`src/rtl/clk_mon_pkg.sv`:
```
// Shared types and default timing constants for the clock monitor and the
// clkdiv bench that drives it.
package clk_mon_pkg;

   typedef enum logic [1:0] {
      IDLE      = 2'd0,
      WAIT_EDGE = 2'd1,
      MEASURE   = 2'd2,
      LOCKED    = 2'd3
   } state_t;

   localparam int DEF_EXP_PERIOD = 10;
   localparam int DEF_TOL        = 0;
   localparam int DEF_LOCK_CNT   = 4;
   localparam int DEF_TIMEOUT    = 1000;

endpackage

```
`src/rtl/clk_mon_sync_edge.sv`:
```
// Synchronizer chain (STAGES flops, 0 = bypass) plus rising-edge detector.
module sync_edge #(
   parameter int STAGES = 2
) (
   input  logic clk,
   input  logic rst,
   input  logic d,
   output logic s,
   output logic re
);

   logic s_d_reg;

   generate
      if (STAGES == 0) begin : g_bypass
         assign s = d;
      end else begin : g_sync
         logic [STAGES-1:0] sync_reg;
         always_ff @(posedge clk or posedge rst) begin
            if (rst) begin
               sync_reg <= '0;
            end else begin
               sync_reg[0] <= d;
               for (int i = 1; i < STAGES; i++) begin
                  sync_reg[i] <= sync_reg[i-1];
               end
            end
         end
         assign s = sync_reg[STAGES-1];
      end
   endgenerate

   always_ff @(posedge clk or posedge rst) begin
      if (rst) begin
         s_d_reg <= 1'b0;
      end else begin
         s_d_reg <= s;
      end
   end

   assign re = s & ~s_d_reg;

endmodule

```
`src/rtl/clk_mon.sv`:
```
// Measures period and high time of i_mon in i_clk cycles, checks the period
// against EXP_PERIOD +/- TOL, and reports lock, sticky error and timeout.
module clk_mon
   import clk_mon_pkg::*;
#(
   parameter int CNT_W       = 16,
   parameter int SYNC_STAGES = 2,
   parameter int EXP_PERIOD  = DEF_EXP_PERIOD,
   parameter int TOL         = DEF_TOL,
   parameter int LOCK_CNT    = DEF_LOCK_CNT,
   parameter int TIMEOUT     = DEF_TIMEOUT
) (
   input  logic             i_clk,
   input  logic             i_rst,
   input  logic             i_en,
   input  logic             i_mon,
   input  logic             i_clr,
   output logic [CNT_W-1:0] o_period,
   output logic [CNT_W-1:0] o_high,
   output logic             o_valid,
   output logic             o_lock,
   output logic             o_err,
   output logic             o_timeout
);

   localparam int GW = (LOCK_CNT < 2) ? 1 : $clog2(LOCK_CNT + 1);
   localparam logic [CNT_W-1:0] CNT_MAX = '1;
   localparam logic [CNT_W-1:0] TO_VAL  = CNT_W'(TIMEOUT);
   localparam logic [CNT_W:0]   EXP_X   = (CNT_W+1)'(EXP_PERIOD);
   localparam logic [CNT_W:0]   TOL_X   = (CNT_W+1)'(TOL);
   localparam logic [GW-1:0]    LOCK_X  = GW'(LOCK_CNT);

   logic s, re;

   sync_edge #(
      .STAGES (SYNC_STAGES)
   ) u_sync_edge (
      .clk (i_clk),
      .rst (i_rst),
      .d   (i_mon),
      .s   (s),
      .re  (re)
   );

   state_t           state_reg;
   logic [CNT_W-1:0] cnt_reg, hcnt_reg;
   logic [GW-1:0]    good_reg;

   logic [CNT_W-1:0] cnt_next, hcnt_next;
   logic [GW-1:0]    good_next;
   logic [CNT_W:0]   cnt_x, diff;
   logic             in_tol, to_hit;

   always_comb begin
      cnt_next  = (cnt_reg == CNT_MAX) ? cnt_reg : cnt_reg + 1'b1;
      hcnt_next = (hcnt_reg == CNT_MAX) ? hcnt_reg : hcnt_reg + CNT_W'(s);
      good_next = (good_reg == LOCK_X) ? good_reg : good_reg + 1'b1;
      cnt_x     = {1'b0, cnt_reg};
      diff      = (cnt_x >= EXP_X) ? (cnt_x - EXP_X) : (EXP_X - cnt_x);
      // A saturated counter means the true period is unknown: never good.
      in_tol    = (diff <= TOL_X) && (cnt_reg != CNT_MAX);
      to_hit    = !re && (cnt_reg == TO_VAL);
   end

   always_ff @(posedge i_clk or posedge i_rst) begin
      if (i_rst) begin
         state_reg <= IDLE;
         cnt_reg   <= '0;
         hcnt_reg  <= '0;
         good_reg  <= '0;
         o_period  <= '0;
         o_high    <= '0;
         o_valid   <= 1'b0;
         o_lock    <= 1'b0;
         o_err     <= 1'b0;
         o_timeout <= 1'b0;
      end else begin
         o_valid <= 1'b0;
         // Later assignments below override the clear, so a new event wins.
         if (i_clr) begin
            o_err     <= 1'b0;
            o_timeout <= 1'b0;
         end
         if (!i_en) begin
            state_reg <= IDLE;
            o_lock    <= 1'b0;
            cnt_reg   <= '0;
            hcnt_reg  <= '0;
            good_reg  <= '0;
         end else begin
            case (state_reg)
               IDLE: begin
                  state_reg <= WAIT_EDGE;
               end
               WAIT_EDGE: begin
                  if (re) begin
                     cnt_reg   <= CNT_W'(1);
                     hcnt_reg  <= CNT_W'(1);
                     good_reg  <= '0;
                     state_reg <= MEASURE;
                  end else begin
                     cnt_reg  <= cnt_next;
                     hcnt_reg <= hcnt_next;
                     if (to_hit) o_timeout <= 1'b1;
                  end
               end
               MEASURE, LOCKED: begin
                  if (re) begin
                     cnt_reg  <= CNT_W'(1);
                     hcnt_reg <= CNT_W'(1);
                     o_period <= cnt_reg;
                     o_high   <= hcnt_reg;
                     o_valid  <= 1'b1;
                     if (in_tol) begin
                        if (state_reg == MEASURE) begin
                           good_reg <= good_next;
                           if (good_next == LOCK_X) begin
                              state_reg <= LOCKED;
                              o_lock    <= 1'b1;
                           end
                        end
                     end else begin
                        o_err     <= 1'b1;
                        o_lock    <= 1'b0;
                        good_reg  <= '0;
                        state_reg <= MEASURE;
                     end
                  end else begin
                     cnt_reg  <= cnt_next;
                     hcnt_reg <= hcnt_next;
                     if (to_hit) begin
                        o_timeout <= 1'b1;
                        o_lock    <= 1'b0;
                        good_reg  <= '0;
                        state_reg <= WAIT_EDGE;
                     end
                  end
               end
               default: state_reg <= IDLE;
            endcase
         end
      end
   end

endmodule

```
`config.mk`:
```
export PLATFORM = sky130hd
export DESIGN_NAME = clk_mon
export DESIGN_NICKNAME = d
export VERILOG_FILES = /design/src/rtl/clk_mon_pkg.sv /design/src/rtl/clk_mon_sync_edge.sv /design/src/rtl/clk_mon.sv
export SDC_FILE = /design/constraint.sdc
export NUM_CORES = 1
export LEC_CHECK = 0
export ABC_AREA = 1
export ABC_CLOCK_PERIOD_IN_PS = 2700
export CORE_MARGIN = 5
export CORE_UTILIZATION = 43
export CTS_CLUSTER_DIAMETER = 40
export CTS_CLUSTER_SIZE = 30
export DETAILED_ROUTE_END_ITERATION = 10
export PLACE_DENSITY_LB_ADDON = 0.1
export SLEW_MARGIN = 10
export SYNTH_ARGS = -nofsm -noshare
export SYNTH_HDL_FRONTEND = slang
export SYNTH_SLANG_ARGS = --single-unit
```
`constraint.sdc`:
```
create_clock -name i_clk -period 2.7 [get_ports i_clk]
set_clock_uncertainty 0.1 [all_clocks]
set_input_delay 0.405 -clock i_clk [delete_from_list [all_inputs] [get_ports i_clk]]
set_output_delay 0.405 -clock i_clk [all_outputs]
set_load 0.005 [all_outputs]
```
==> reports/metrics.cfg, run 1 <==
[clock_network]
cts-root-buf=clkbuf_8
clkSinkCount=76
cts_made_buffers=9
htreeDepth=3
ctsHoldBuffers=0
cts_max_path_buffers=2
clk_latency_ps=350
cts_tree=built
cts.clk_slew.worst_paths_ps=80

[critical_path]
cpMostUsedCell=nand2_1
critical_path_buf_inv_count=1
cp.arrival_ps=2710
critPathCaptureType=flip-flop
rrSetupSlack_ps=170
max_stage_delay_ps=460
r2r_start=cnt_reg[1]
crit_chain=inv_1 -> ha_2 -> nor2_2 -> nor2_1 -> nand2_2 -> nor2_4 -> nand2_4 -> nand2_1 -> nand2_1 -> nor2_1 -> nand2_1 -> nor2_4 -> nand2_2 -> a21oi_2 -> nand3_1 -> nand2_1
crit_required_ps=2890
path_class=flip-flop to flip-flop
startpoint=cnt_reg[1]
cp.depth=16
critPathMaxFanout=14
cp_slowest_cell=dfrtp_2
r2r_end=state_reg[0]
cp-start-kind=flip-flop
rr_worst_depth=16
cp_top_family=simple AND/OR/NAND/NOR gates

[final_layout]
area_delta_synth_final_pct=17.5
fillCellCount=1044
insertedDiodeCount=0
drive_gt1_share_pct=8.90
fin_util_pct=51.0
final_net_count=663
regArea_sq_um=1900
finalNonFillerCells=788
multi_input_area_sq_um=2150

[logic_synthesis]
avgSynthCellArea_sq_um=7.35
synth_top_family_by_area=simple AND/OR/NAND/NOR gates
yosys.cell_count.top_type=nand2_1
synth_ff_type=dfrtp_1
ys_seq_area_share_pct=43.0
syn-num-nets=618
synth_seq_cells=76
synth_cells=602
netlist.top_cell.by_area=dfrtp_1
synth.area.mux_share_pct=0
syn_area_sq_um=4420
yosys.area.top_type_share_pct=43.0
synthSimpleGateAreaFrac_pct=32.8
synth-compound-area-share_pct=10.6
synth_edf_count=0
ys_top_cells_by_count=180 x nand2_1, 76 x dfrtp_1, 60 x inv_1, 60 x nor2_1, 56 x o21ai_0
synth_fa_ha_area_share_pct=3.11
synthTopCellsByArea=dfrtp_1 43%, nand2_1 15%, o21ai_0 6.3%
synth_cell_type_count=37
synth_warnings=0
synth_xor_area_share_pct=1.98
async_flop_share_pct=100

[route]
first_pass_iters=5
ant_nets=0
drt_iter0_markers=174
wl_per_cell_um=14.2
vias=4066
drc=0
via_per_inst=5.16
routed_wl_um=11200

[pwr]
p_per_area_nw_per_um2=539
ir_drop_uv=351
cellLeakagePower_nw=2.48

[grt]
antenna_found_initial=0
grt_pass1_wl_um=19000
grt_usage_pct=18.5
grt_pass1_vias=4028
grt_max_degree=77
grt_overflow=0

[worst_hold_path]
worst_hold_path_type=flip-flop to flip-flop
hold_path_startpoint=u_sync_edge.g_sync.sync_reg[0]
hold_end=u_sync_edge.g_sync.sync_reg[1]
whs_path_depth=0

[floorplanning]
initial_utilization_pct=43.4
rows=37
die_h_um=111
ios=41
die_w_um=111
core-area_sq_um=10200
dieArea_sq_um=12400

[placed_design]
port_buffers=40
dpl.hpwl_um=8280
place.gp.congestion=0.889
dp_cells=772

[flow_run]
cap_violations=0

[sta]
tightest_slew_ps=905
post-route-period-util_pct=93.6
hold_viol_final=0
tns_ps=0
max_slew_margin_pct=39.6
drv_slew=0
fmax_mhz=396
layout_min_cycle_time_ps=2530
rsz0062_at_grt=no
setup_viol=0

[run_status]
status=finished clean

worst max path at each step:
stage	to	slack [ps]
after floorplan	cnt_reg[0]	260
after global placement	cnt_reg[13]	170
after detailed placement	cnt_reg[13]	150
after CTS	state_reg[0]	140
after global routing	good_reg[0]	30
final	state_reg[0]	170
area by class of cell:
class                      instances  area share (%)
clock buffer                      10            2.46
clock inverter                     6            1.71
inverter                          71            5.30
multi-input combinational        440            41.3
sequential                        76            36.7
tap                              136            3.28
timing repair buffer              49            9.25
cells in the final DEF (no fill, tap or decap), types with 4 or more instances in the layout:
master,synthesis,final
ha_1,11,10
clkbuf_8,0,9
nor2_1,60,60
a21oi_1,20,20
clkdlybuf4s50_1,0,40
nand3_1,32,32
buf_4,1,8
nand2_2,4,4
nor2_2,7,7
inv_1,60,59
nor4_1,5,5
nor2_4,5,5
nand4_1,16,16
xor2_1,9,9
nor3_1,14,14
inv_2,7,8
o21ai_0,56,56
dfrtp_1,76,74
nand2_1,180,180
worst register-to-register path, cell delays in order, from the launching register on:
cell and delay [ps]:
dfrtp_2 460, inv_1 90, ha_2 210, nor2_2 60, nor2_1 130, nand2_2 100, nor2_4 140, nand2_4 140
nand2_1 160, nand2_1 80, nor2_1 120, nand2_1 90, nor2_4 170, nand2_2 120, a21oi_2 150, nand3_1 80
nand2_1 60
timing repair:
| action | in CTS | in global routing |
|---|---|---|
| resized for setup | 0 | 3 |
| buffers inserted | 0 | 0 |
| setup endpoints to repair | 0 | 4 |
per-layer routing:
| layer | global-route usage, % | vias up | wire (um) |
|---|---|---|---|
| li1 | - | 2042 | - |
| met1 | 23.2 | 1917 | 4930 |
| met2 | 32.0 | 81 | 5550 |
| met3 | 2.99 | 26 | 379 |
| met4 | 7.62 | 0 | 305 |
| met5 | 0 | - | 0 |
logic make-up (layout without fill, tap and decap cells):
group,after synthesis,in the layout
and+or+nand+nor,330,330
AOI/OAI and AO/OA,89,89
buffers and inverters,86,136
DFF,76,76
adders and majority gates,11,11
xor gates and xnor gates,10,10
metrics by stage:
stage | setup WS, ps | cell area (sq um) | hold WS (ps) | power (mW)
2_1_floorplan | 257 | 4420 | 231 | 1.63
3_3_place_gp | 173 | 4970 | 236 | 1.85
3_5_place_dp | 147 | 4970 | 240 | 1.86
4_1_cts | 138 | 5190 | 258 | 2.83
5_1_grt | 26.7 | 5190 | 276 | 2.97
6_report | 173 | 5190 | 255 | 2.80
where the power goes:
group          internal (mW)  switching, mW
clock                  0.521          0.440
combinational          0.221          0.347
sequential              1.21         0.0601
Note: power is estimated with default switching activity, not from simulation.
==> inputs of run 2 (changes only) <==
- CELL_PAD_IN_SITES_DETAIL_PLACEMENT: default -> 1
- CELL_PAD_IN_SITES_GLOBAL_PLACEMENT: default -> 2
- CORE_ASPECT_RATIO: default -> 1.4
- CORE_UTILIZATION: 43 -> 33
==> run 2 against run 1 <==
Net effect:
- combinational power is 7.9% higher
- global-route usage down 0.25 points
- register-to-register slack gained 80 ps
- sequential power about the same
- cell count increased by 7.0%
- critical path depth unchanged
- clock power increased by 45%
==> reports/metrics.cfg, run 2 (synthesized netlist as in run 1, its figures left out) <==
[run_status]
status=finished clean  ; unchanged

[sta]
whs_ps=222  ; was 255 ps
fmax_mhz=408  ; was 396 MHz
post-route-period-util_pct=90.7  ; was 93.6%
tns_ps=0  ; unchanged
setup_viol=0  ; unchanged
max_slew_margin_pct=37.6  ; was 39.6%
rsz0062_at_grt=no  ; unchanged
hold_viol_final=0  ; unchanged
tightest_slew_ps=935  ; was 905 ps
layout_min_cycle_time_ps=2450  ; was 2530 ps
drv_slew=0  ; unchanged

[final_layout]
regArea_sq_um=1910  ; was 1900 sq um
fin_util_pct=41.5  ; was 51.0%
multi_input_area_sq_um=2190  ; was 2150 sq um
final_net_count=672  ; was 663
insertedDiodeCount=0  ; unchanged
final_common_cell=nand2_1  ; unchanged
fillCellCount=1679  ; was 1044
layout_common_cells=179 x nand2_1, 72 x dfrtp_1, 58 x inv_1, 58 x nor2_1, 56 x o21ai_0  ; was 180 x nand2_1, 74 x dfrtp_1, 60 x nor2_1
fin_area_sq_um=5500  ; was 5190 sq um
drive_gt1_share_pct=11.3  ; was 8.90%
area_delta_synth_final_pct=24.3  ; was 17.5%

[clock_network]
cts.clk_slew.worst_paths_ps=70  ; was 80 ps
cts_tree=built  ; unchanged
ctsHoldBuffers=0  ; unchanged
cts_max_path_buffers=2  ; unchanged
htreeDepth=3  ; unchanged
clk_latency_ps=340  ; was 350 ps
cts-root-buf=clkbuf_16  ; was clkbuf_8
cts_made_buffers=9  ; unchanged
clkSinkCount=76  ; unchanged

[pwr]
cellLeakagePower_nw=2.59  ; was 2.48 nW
ir_drop_uv=425  ; was 351 uV
p_per_area_nw_per_um2=595  ; was 539 nW/um^2
finalPower_mw=3.27  ; was 2.80 mW

[grt]
grt_overflow=0  ; unchanged
grt_max_degree=65  ; was 77
grt_usage_pct=18.3  ; was 18.5%
grt_pass1_vias=4485  ; was 4028
grt_pass1_wl_um=23000  ; was 19000 um
antenna_found_initial=0  ; unchanged

[route]
via_per_inst=4.94  ; was 5.16
routed_wl_um=13800  ; was 11200 um
drc=0  ; unchanged
first_pass_iters=4  ; was 5
ant_nets=0  ; unchanged
drt_iter0_markers=103  ; was 174
wl_per_cell_um=16.4  ; was 14.2 um
vias=4166  ; was 4066

[critical_path]
cp-start-kind=flip-flop  ; unchanged
critPathMaxFanout=7  ; was 14
crit_chain=inv_2 -> ha_2 -> nor2_2 -> nor2_2 -> nand2_2 -> nor2_4 -> nand2_4 -> nand2_1 -> nand2_1 -> nor2_1 -> nand2_1 -> nor2_4 -> nand4_1 -> nand2_2 -> nand2_1 -> nand2_1  ; was inv_1 -> ha_2 -> nor2_2 -> nor2_1 -> nand2_2 -> nor2_4 -> nand2_4 -> nand2_1 -> nand2_1 -> nor2_1 -> nand2_1 -> nor2_4 -> nand2_2 -> a21oi_2 -> nand3_1 -> nand2_1
critPathCaptureType=flip-flop  ; unchanged
cp.arrival_ps=2620  ; was 2710 ps
cp_slowest_cell=dfrtp_2  ; unchanged
max_stage_delay_ps=440  ; was 460 ps
crit_required_ps=2870  ; was 2890 ps
path_class=flip-flop to flip-flop  ; unchanged
cpMostUsedCell=nand2_1  ; unchanged
rr_worst_depth=16  ; unchanged

[floorplanning]
initial_utilization_pct=33.3  ; was 43.4%
dieArea_sq_um=15800  ; was 12400 sq um
rows=50  ; was 37
core-area_sq_um=13300  ; was 10200 sq um
ios=41  ; unchanged
die_w_um=108  ; was 111 um
die_h_um=147  ; was 111 um

[flow_run]
cap_violations=0  ; unchanged

[worst_hold_path]
worst_hold_path_type=input port to async pin  ; was flip-flop to flip-flop

[placed_design]
port_buffers=40  ; unchanged
dpl.hpwl_um=10600  ; was 8280 um
place.gp.congestion=0.815  ; was 0.889
place_area_sq_um=5080  ; was 4970 sq um

==> run 2: power by group <==
part	switching, mW	internal (mW)
Sequential	0.0600	1.21
Combinational	0.370	0.242
Clock	0.486	0.899
==> run 2: worst max-delay path, delay by kind of cell (launching register included) <==
family                     cells  cell delay, ps
DFF                            1             440
adders and majority gates      1             220
and+or+nand+nor               14            1520
buffers and inverters          1             110
==> run 2: per-stage QoR <==
step,setup slack [ps],std cells
floorplan,257,602
global placement,62.5,823
detailed placement,-3.24,823
CTS,89.8,839
global route,21.4,843
finish,252,843
==> run 2: final cells by class <==
class                      count  area share (%)
clock inverter                 7            2.09
sequential                    76            34.7
inverter                      71            5.08
timing repair buffer          57            10.1
multi-input combinational    441            39.8
tap                          182            4.14
clock buffer                   9            4.10
==> run 2: timing repair <==
| action | in CTS | in global routing |
|---|---|---|
| setup buffers | 0 | 3 |
| resized for setup | 0 | 15 |
| endpoints found under the setup margin | 0 | 6 |
==> run 2: worst paths after layout <==
| check | start | slack [ps] | end |
|---|---|---|---|
| worst max-delay path | cnt_reg[1] | 250 | good_reg[2] |
| worst min-delay path | i_rst | 220 | o_period[11] |
| worst max register to register | cnt_reg[1] | 250 | good_reg[2] |
| worst min register to register | u_sync_edge.g_sync.sync_reg[0] | 260 | u_sync_edge.g_sync.sync_reg[1] |
| max in group asynchronous | i_rst | 1610 | cnt_reg[3] |
| min in group i_clk | u_sync_edge.g_sync.sync_reg[0] | 260 | u_sync_edge.g_sync.sync_reg[1] |
==> run 2: routing by layer <==
layer  share of wire (%)  wire (um)  GRT usage, %
met3                 2.2        306          3.30
met4                 2.5        350          5.75
met5                   0          0             0
met2                  53       7330          32.9
met1                  42       5850          21.8
==> inputs of run 3 (changes only) <==
- CAP_MARGIN: default -> 20
==> results of run 3 <==
Final layout, timing and power as in run 2 (identical DEF).
